`src/rtl/control_unit_if.sv`:
```
// control_unit_if: instruction-fetch and datapath control bus of control_unit.
// The step input exists only when CTRL_STEP_EN is defined.
interface control_unit_if #(parameter int PC_WIDTH = 5);
    logic [15:0]         instr_data;
    logic [PC_WIDTH-1:0] pc_out;
    logic [15:0]         ir_out;
    logic [3:0]          state_o;
    logic [7:0]          d_addr;
    logic                d_wr;
    logic                rf_s;
    logic [3:0]          rf_w_addr;
    logic                rf_w_wr;
    logic [3:0]          rf_ra_addr;
    logic [3:0]          rf_rb_addr;
    logic                rf_ra_rd;
    logic                rf_rb_rd;
    logic [2:0]          alu_s0;
`ifdef CTRL_STEP_EN
    logic                step;
`endif

    modport master (
`ifdef CTRL_STEP_EN
        input  step,
`endif
        input  instr_data,
        output pc_out, ir_out, state_o, d_addr, d_wr, rf_s, rf_w_addr, rf_w_wr,
        output rf_ra_addr, rf_rb_addr, rf_ra_rd, rf_rb_rd, alu_s0
    );

    modport slave (
`ifdef CTRL_STEP_EN
        output step,
`endif
        output instr_data,
        input  pc_out, ir_out, state_o, d_addr, d_wr, rf_s, rf_w_addr, rf_w_wr,
        input  rf_ra_addr, rf_rb_addr, rf_ra_rd, rf_rb_rd, alu_s0
    );
endinterface

```
`src/rtl/control_unit.sv`:
```
// control_unit: multi-cycle FSM sequencing fetch/decode/execute of a 16-bit ISA.
// Define CTRL_STEP_EN to make FETCH wait for the step input (single-step mode).
module control_unit #(
    parameter int PC_WIDTH = 5
) (
    input logic clock,
    input logic reset,
    control_unit_if.master bus
);
    localparam logic [3:0] S_INIT   = 4'd0;
    localparam logic [3:0] S_FETCH  = 4'd1;
    localparam logic [3:0] S_DECODE = 4'd2;
    localparam logic [3:0] S_NOOP   = 4'd3;
    localparam logic [3:0] S_LOAD_A = 4'd4;
    localparam logic [3:0] S_LOAD_B = 4'd5;
    localparam logic [3:0] S_STORE  = 4'd6;
    localparam logic [3:0] S_ADD    = 4'd7;
    localparam logic [3:0] S_SUB    = 4'd8;
    localparam logic [3:0] S_HALT   = 4'd9;

    logic [3:0]          state, state_nxt, dec_state;
    logic [PC_WIDTH-1:0] pc;
    logic [15:0]         ir;
    logic                go, fetch, is_load, is_alu, is_st;

`ifdef CTRL_STEP_EN
    assign go = bus.step;
`else
    assign go = 1'b1;
`endif

    assign fetch = (state == S_FETCH) && go;

    always_comb begin
        dec_state = ir[15:12] == 4'h1 ? S_STORE  :
                    ir[15:12] == 4'h2 ? S_LOAD_A :
                    ir[15:12] == 4'h3 ? S_ADD    :
                    ir[15:12] == 4'h4 ? S_SUB    :
                    ir[15:12] == 4'h5 ? S_HALT   : S_NOOP;
        state_nxt = state == S_INIT   ? S_FETCH :
                    state == S_FETCH  ? (go ? S_DECODE : S_FETCH) :
                    state == S_DECODE ? dec_state :
                    state == S_LOAD_A ? S_LOAD_B :
                    state == S_HALT   ? S_HALT : S_FETCH;
    end

    always_ff @(posedge clock or negedge reset) begin
        if (!reset) begin
            state <= S_INIT;
            pc    <= '0;
            ir    <= '0;
        end else begin
            state <= state_nxt;
            if (state == S_INIT) pc <= '0;
            if (fetch) begin
                ir <= bus.instr_data;
                pc <= pc + 1'b1;
            end
        end
    end

    // Moore decode: every control output depends only on state and ir
    assign is_load = (state == S_LOAD_A) || (state == S_LOAD_B);
    assign is_alu  = (state == S_ADD) || (state == S_SUB);
    assign is_st   = (state == S_STORE);

    assign bus.pc_out     = pc;
    assign bus.ir_out     = ir;
    assign bus.state_o    = state;
    assign bus.d_addr     = is_load ? ir[11:4] : is_st ? ir[7:0] : 8'h00;
    assign bus.d_wr       = is_st;
    assign bus.rf_s       = is_load;
    assign bus.rf_w_addr  = (is_load || is_alu) ? ir[3:0] : 4'h0;
    assign bus.rf_w_wr    = (state == S_LOAD_B) || is_alu;
    assign bus.rf_ra_addr = (is_st || is_alu) ? ir[11:8] : 4'h0;
    assign bus.rf_ra_rd   = is_st || is_alu;
    assign bus.rf_rb_addr = is_alu ? ir[7:4] : 4'h0;
    assign bus.rf_rb_rd   = is_alu;
    assign bus.alu_s0     = state == S_ADD ? 3'b001 : state == S_SUB ? 3'b010 : 3'b000;
endmodule
```
`src/flat_wrapper.sv`:
```
// flat-port wrapper written by rule: the top's interface ports become plain ports
module control_unit_flat 
#(
    parameter int PC_WIDTH = 5
)
  (clock, reset, bus_instr_data, bus_pc_out, bus_ir_out, bus_state_o, bus_d_addr, bus_d_wr, bus_rf_s, bus_rf_w_addr, bus_rf_w_wr, bus_rf_ra_addr, bus_rf_rb_addr, bus_rf_ra_rd, bus_rf_rb_rd, bus_alu_s0);
  control_unit_if #(.PC_WIDTH(PC_WIDTH)) bus_i ();
  input logic clock;
  input logic reset;
  input wire logic [$bits(bus_i.instr_data)-1:0] bus_instr_data;
  output wire logic [$bits(bus_i.pc_out)-1:0] bus_pc_out;
  output wire logic [$bits(bus_i.ir_out)-1:0] bus_ir_out;
  output wire logic [$bits(bus_i.state_o)-1:0] bus_state_o;
  output wire logic [$bits(bus_i.d_addr)-1:0] bus_d_addr;
  output wire logic [$bits(bus_i.d_wr)-1:0] bus_d_wr;
  output wire logic [$bits(bus_i.rf_s)-1:0] bus_rf_s;
  output wire logic [$bits(bus_i.rf_w_addr)-1:0] bus_rf_w_addr;
  output wire logic [$bits(bus_i.rf_w_wr)-1:0] bus_rf_w_wr;
  output wire logic [$bits(bus_i.rf_ra_addr)-1:0] bus_rf_ra_addr;
  output wire logic [$bits(bus_i.rf_rb_addr)-1:0] bus_rf_rb_addr;
  output wire logic [$bits(bus_i.rf_ra_rd)-1:0] bus_rf_ra_rd;
  output wire logic [$bits(bus_i.rf_rb_rd)-1:0] bus_rf_rb_rd;
  output wire logic [$bits(bus_i.alu_s0)-1:0] bus_alu_s0;
  assign bus_i.instr_data = bus_instr_data;
  assign bus_pc_out = bus_i.pc_out;
  assign bus_ir_out = bus_i.ir_out;
  assign bus_state_o = bus_i.state_o;
  assign bus_d_addr = bus_i.d_addr;
  assign bus_d_wr = bus_i.d_wr;
  assign bus_rf_s = bus_i.rf_s;
  assign bus_rf_w_addr = bus_i.rf_w_addr;
  assign bus_rf_w_wr = bus_i.rf_w_wr;
  assign bus_rf_ra_addr = bus_i.rf_ra_addr;
  assign bus_rf_rb_addr = bus_i.rf_rb_addr;
  assign bus_rf_ra_rd = bus_i.rf_ra_rd;
  assign bus_rf_rb_rd = bus_i.rf_rb_rd;
  assign bus_alu_s0 = bus_i.alu_s0;
  control_unit #(.PC_WIDTH(PC_WIDTH)) u_core (.clock(clock), .reset(reset), .bus(bus_i));
endmodule
```
`config.mk`:
```
export PLATFORM = sky130hd
export DESIGN_NAME = control_unit_flat
export DESIGN_NICKNAME = d
export VERILOG_FILES = /design/src/rtl/control_unit_if.sv /design/src/rtl/control_unit.sv /design/src/flat_wrapper.sv
export SDC_FILE = /design/constraint.sdc
export NUM_CORES = 1
export LEC_CHECK = 0
export ABC_AREA = 1
export BUFFER_PORTS_ARGS = -buffer_cell sky130_fd_sc_hd__buf_4
export CAP_MARGIN = 25
export CORE_MARGIN = 4
export CORE_UTILIZATION = 35
export CTS_BUF_LIST = sky130_fd_sc_hd__clkbuf_16
export DETAILED_ROUTE_END_ITERATION = 8
export GPL_ROUTABILITY_DRIVEN = 0
export GPL_TIMING_DRIVEN = 0
export PLACE_DENSITY = 0.65
export SLEW_MARGIN = 10
export SYNTH_ARGS = -nofsm -noshare
export SYNTH_HDL_FRONTEND = slang
export SYNTH_SLANG_ARGS = --single-unit
export TNS_END_PERCENT = 100
```
`constraint.sdc`:
```
create_clock -name clock -period 1.6 [get_ports clock]
set_clock_uncertainty 0.05 [all_clocks]
set_input_delay 0.16 -clock clock [delete_from_list [all_inputs] [get_ports clock]]
set_output_delay 0.16 -clock clock [all_outputs]
set_load 0.1 [all_outputs]
```
Word level (Yosys, flattened, before mapping)
Cells that the tools add are included.
{"block": "totals", "regBits": 25, "latchBits": 0, "mem_bits_rw": 0, "mem_bits_ro": 0, "inputBits": 18, "n_memories": 0}
{"block": "op_classes", "n_addsub": 1, "n_mul": 0, "div_mod_pow": 0, "order_cmp": 0, "eq_ne": 13, "shifts": 0, "mux": 19, "n_bitwise": 0, "n_reduce_logical": 7}
{"operator": "two-way mux 4 bit", "count": 13}
{"operator": "== test 4 x 3 -> 1 bit (second input constant)", "count": 6}
{"operator": "two-way mux 8 bit", "count": 2}
{"operator": "== test 4 x 2 -> 1 bit (second input constant)", "count": 3}
{"operator": "two-way mux 5 bit", "count": 2}
{"operator": "== test 4 x 1 -> 1 bit (second input constant)", "count": 2}
{"operator": "== test 4 bit (second input constant)", "count": 2}
{"operator": "adder 5 x 1 -> 5 bit (second input constant)", "count": 1}
{"operator": "logical OR 1 bit", "count": 5}
{"operator": "zero test 4 bit", "count": 1}
{"operator": "two-way mux 3 bit", "count": 1}
{"operator": "two-way mux 2 bit", "count": 1}
{"operator": "nonzero test 2 bit", "count": 1}

Depth between registers and ports, before layout
{"block": "logic_depth", "word_depth": 9, "mapped_depth": 7, "depth_no_buf": 6}

Worst setup path before layout
OpenSTA, ideal clock, no wires.
{"block": "synth_timing", "path_type": "register -> output", "start": "register u_core.state[1], in the netlist u_core.bus.state_o[1]", "end": "output bus_d_addr[4]", "arrival_time_ns": 3.641, "required_ns": 1.390, "setup_slack_ns": -2.251, "stages_incl_launch_ff": 5, "path_buffers": 0, "path_cell_list": "dfrtp_1 -> inv_1 -> nor2_1 -> nand2_1 -> o21ai_0"}
{"block": "synth_via", "elab_chain_len": 3, "word_cells_on_any_way": 6}
{"item": "from (decl)", "line_no": "control_unit.sv:21", "source": "logic [3:0] state, state_nxt, dec_state;"}
{"item": "from (signal assigned)", "line_no": "control_unit.sv:53", "source": "state <= state_nxt;"}
{"item": "== test 4 x 3 -> 1 bit (on tied branches)", "line_no": "control_unit.sv:65, control_unit.sv:63"}
{"item": "two-way mux 8 bit / logical OR 1 bit (equally long branches)", "line_no": "control_unit.sv:70, control_unit.sv:63"}
{"item": "two-way mux 8 bit (*)", "line_no": "control_unit.sv:70", "source": "assign bus.d_addr = is_load ? ir[11:4] : is_st ? ir[7:0] : 8'h00;"}
{"item": "to (decl)", "line_no": "flat_wrapper.sv:14", "source": "output wire logic [$bits(bus_i.d_addr)-1:0] bus_d_addr;"}
Every way passes the cells marked *; elsewhere a longest branch is shown, timed or not.

Final worst setup path
{"block": "layout_timing", "start": "register u_core.state[3], in the netlist u_core.bus.state_o[3]", "end": "output bus_rf_w_addr[3]"}
{"block": "layout_via", "elab_chain_len": 4, "word_cells_on_any_way": 8}
{"item": "== test 4 x 3 -> 1 bit (tied with other cells)", "line_no": "control_unit.sv:63", "source": "assign is_load = (state == S_LOAD_A) || (state == S_LOAD_B);"}
{"item": "logical OR 1 bit (on tied branches)", "line_no": "control_unit.sv:63, control_unit.sv:64"}
{"item": "logical OR 1 bit (*)", "line_no": "control_unit.sv:73", "source": "assign bus.rf_w_addr = (is_load || is_alu) ? ir[3:0] : 4'h0;"}
{"item": "two-way mux 4 bit (*)", "line_no": "control_unit.sv:73"}
{"item": "to (decl)", "line_no": "flat_wrapper.sv:17", "source": "output wire logic [$bits(bus_i.rf_w_addr)-1:0] bus_rf_w_addr;"}
Marks and branches as above.

==> impl_results.md <==
* Inserted Clock Buffers at 3
* RSZ-0062 raised after global routing: yes
* PortBufs at 69
* Worst Path Max Fanout at 4
* FP Rows at 22
* Clock slew at reported path FFs at 60 ps
* Final WL at 4.902 mm
* Crit-path cells: nor2_4, nand2_4, nand3_2, nand2_1, clkinvlp_4, buf_12
* Family with the most delay on the worst path: simple AND/OR/NAND/NOR gates
* Die Wd at 69.39 um
* DRT iter0 DRCs at 73
* Fin. Hold Viols at 0
* ANT cells at 0
* Avg Synthesized Cell Area at 7.409 sq um
* Critical path's slowest cell: dfrtp_4
* Routed len/inst at 15.61 um
* Period utilization at 116.3%
* FF-to-FF path depth at 6
* First-pass GRT wire length at 7.976 mm
* Area delta synth->final at 112.9%
* Max Cap Viol at 0
* Layout cell share with drive strength beyond 1 at 58.65%
* Drc violations at 0
* Clk buf depth at 2
* Post-layout min period at 1861 ps
* Hold crit path type: input pin to flip-flop
* Vias at 1,449
* Gate Count Post-Synth at 178
* Fin worst setup slack at -260.5 ps
* DR vias/cell at 4.615
* Skew-Pair Late Insertion Delay at 260 ps
* Worst setup EP type: primary output
* Max stage delay on crit path at 480 ps
* Overall Global Routing Usage at 20.75%
* Setup CP Type: flip-flop to primary output
* Hold Path Origin: bus_instr_data[11]
* Grt total ovfl at 0
* Clock Sinks at 25
* Die ar. at 4814 sq um
* Post-synthesis register bit count at 25
* Design Area, Final at 2808 sq um
* Yosys warnings at 0
* Largest net degree at the start of global routing at 26
* Starting Density at 36.02%
* Initial antenna violation count at 0
* Core area at 3661 sq um
* Post-placement cell area at 2176 sq um
* Fin. max-slew vios at 0
* Fillers at 255
* Worst Path Buf+Inv at 2
* Failing checks: setup timing
* Metal-1 WL at 2.169 mm
* CTS tree: yes
* Commonest non-fill, non-tap cell in the layout: nand2_1
* R2R Setup Slk at 110 ps
* Root buffer cell: clkbuf_16
* DP HPWL at 3.130 mm
* Seq/Total Area, Yosys at 47.44%
* RR Startpoint: u_core.bus.state_o[3]$_DFF_PN0_
* Commonest cells after routing, fill and taps aside: nand2_1, buf_4, buf_12
* Worst path required time at 1390 ps
* Num ports at 71
* Setup-failing EPs final at 27
* Syn Nets at 197
* Hold EP: u_core.bus.ir_out[11]$_DFFE_PN0P_
* Distinct cells, synth at 24
* Vias in the first global route at 1,471
* Final net count at 286
* Hold path depth at 3
* Die Span Y at 69.39 um
* Top Layer Used: met4
* Reg2Reg Capture Point: u_core.bus.ir_out[4]$_DFFE_PN0P_
* Routed met3 length at 218 um
* Startpoint types: flip-flop
* ANT nets after route at 0
* Fmax at 0.5375 GHz
* Outcome: finished, violations left
* 1st-pass router iterations at 4
* Htree depth at 1
* Post-Synthesis Cell Area at 1319 sq um
* WP data arrival at 1650 ps
* Met2 WL at 2.466 mm
## timing repair
action / 4_1_cts / 5_1_grt
hold buffers: 1 / 0
resized for setup: 89 / 10
buffers inserted: 12 / 2
pin swaps: 16 / 6
endpoints found under the setup margin: 27 / 46
hold endpoints to repair: 25 / 0
## synth_stat cells, drive strengths merged
master	count	area (sq um)
xnor2	1	8.760
ha	1	12.51
buf	4	35.03
conb	1	3.750
nand2	73	276.5
inv	26	100.1
o21ai	21	112.6
dfrtp	25	625.6
nand4	2	18.77
a21oi	5	25.02
nand3	9	50.05
o22ai	1	6.260
nor2	9	43.80
## how the worst max path moves through the flow
| stage | from | cells past startpoint | slack, ps | to |
|---|---|---|---|---|
| global placement | u_core.bus.state_o[0]$_DFF_PN0_ | 6 | -240 | bus_rf_w_addr[0] |
| CTS | u_core.bus.state_o[3]$_DFF_PN0_ | 6 | -210 | bus_rf_w_addr[0] |
| global route | u_core.bus.state_o[3]$_DFF_PN0_ | 6 | -340 | bus_rf_w_addr[3] |
| finish | u_core.bus.state_o[3]$_DFF_PN0_ | 6 | -260 | bus_rf_w_addr[3] |
| detailed placement | u_core.bus.state_o[0]$_DFF_PN0_ | 6 | -260 | bus_rf_w_addr[0] |
| floorplan | u_core.bus.state_o[2]$_DFF_PN0_ | 6 | -570 | bus_rf_ra_addr[0] |
## worst register-to-register path, stage by stage (launching register included)
cell and delay [ps]:
dfrtp_4 480, buf_4 170, nor2_2 200, nand2_4 120, inv_4 120, buf_6 150, o21ai_0 70
## final cells by class
class | instances | area [sq um] | share of cell area [%]
Buffer | 4 | 35.03 | 1.248
Timing Repair Buffer | 84 | 1023 | 36.45
Clock inverter | 1 | 3.754 | 0.1337
Clock buffer | 3 | 75.07 | 2.674
Sequential cell | 25 | 649.4 | 23.13
Tap cell | 48 | 60.06 | 2.139
Inverter | 26 | 153.9 | 5.481
Multi-Input combinational cell | 123 | 807.0 | 28.74
## per-stage QoR
stage	cells	TNS, ps	utilization (%)	hold WS (ps)	setup slack, ps
after CTS	312	-4255	75.26	43.27	-214.0
after global placement	295	-2467	59.43	31.32	-239.5
after global routing	314	-6786	76.69	41.27	-344.6
final	314	-5318	76.69	41.60	-260.5
after detailed placement	295	-2723	59.43	33.20	-257.8
after floorplan	178	-9926	-	-185.6	-574.9
## layer usage
| metal | global-route usage [%] | vias to the layer above |
|---|---|---|
| li1 | - | 728 |
| met1 | 27.77 | 670 |
| met2 | 36.23 | 45 |
| met3 | 2.319 | 6 |
| met4 | 3.905 | 0 |
| met5 | 0 | - |
## registers in the layout (all words and copies together) (netlist names)
| signal | cells |
|---|---|
| u_core.bus.state_o | 4 |
| u_core.bus.ir_out | 16 |
| u_core.bus.pc_out | 5 |
## kinds of logic (layout without fill, tap and decap cells)
| family | after synthesis | in the layout | share of synthesized area, % |
|---|---|---|---|
| adder cells (fa/ha/maj) | 1 | 1 | 0.9486 |
| flip-flops | 25 | 25 | 47.44 |
| AND/OR/NAND/NOR | 93 | 93 | 29.51 |
| buffers and inverters | 30 | 118 | 10.25 |
| XOR/XNOR | 1 | 1 | 0.6643 |
| AO/OA/AOI/OAI | 27 | 27 | 10.91 |
| other | 1 | 1 | 0.2844 |
Power is left out: the tool's default activity adds up to more than one toggle a clock period on the data nets, which glitch-free logic cannot reach.
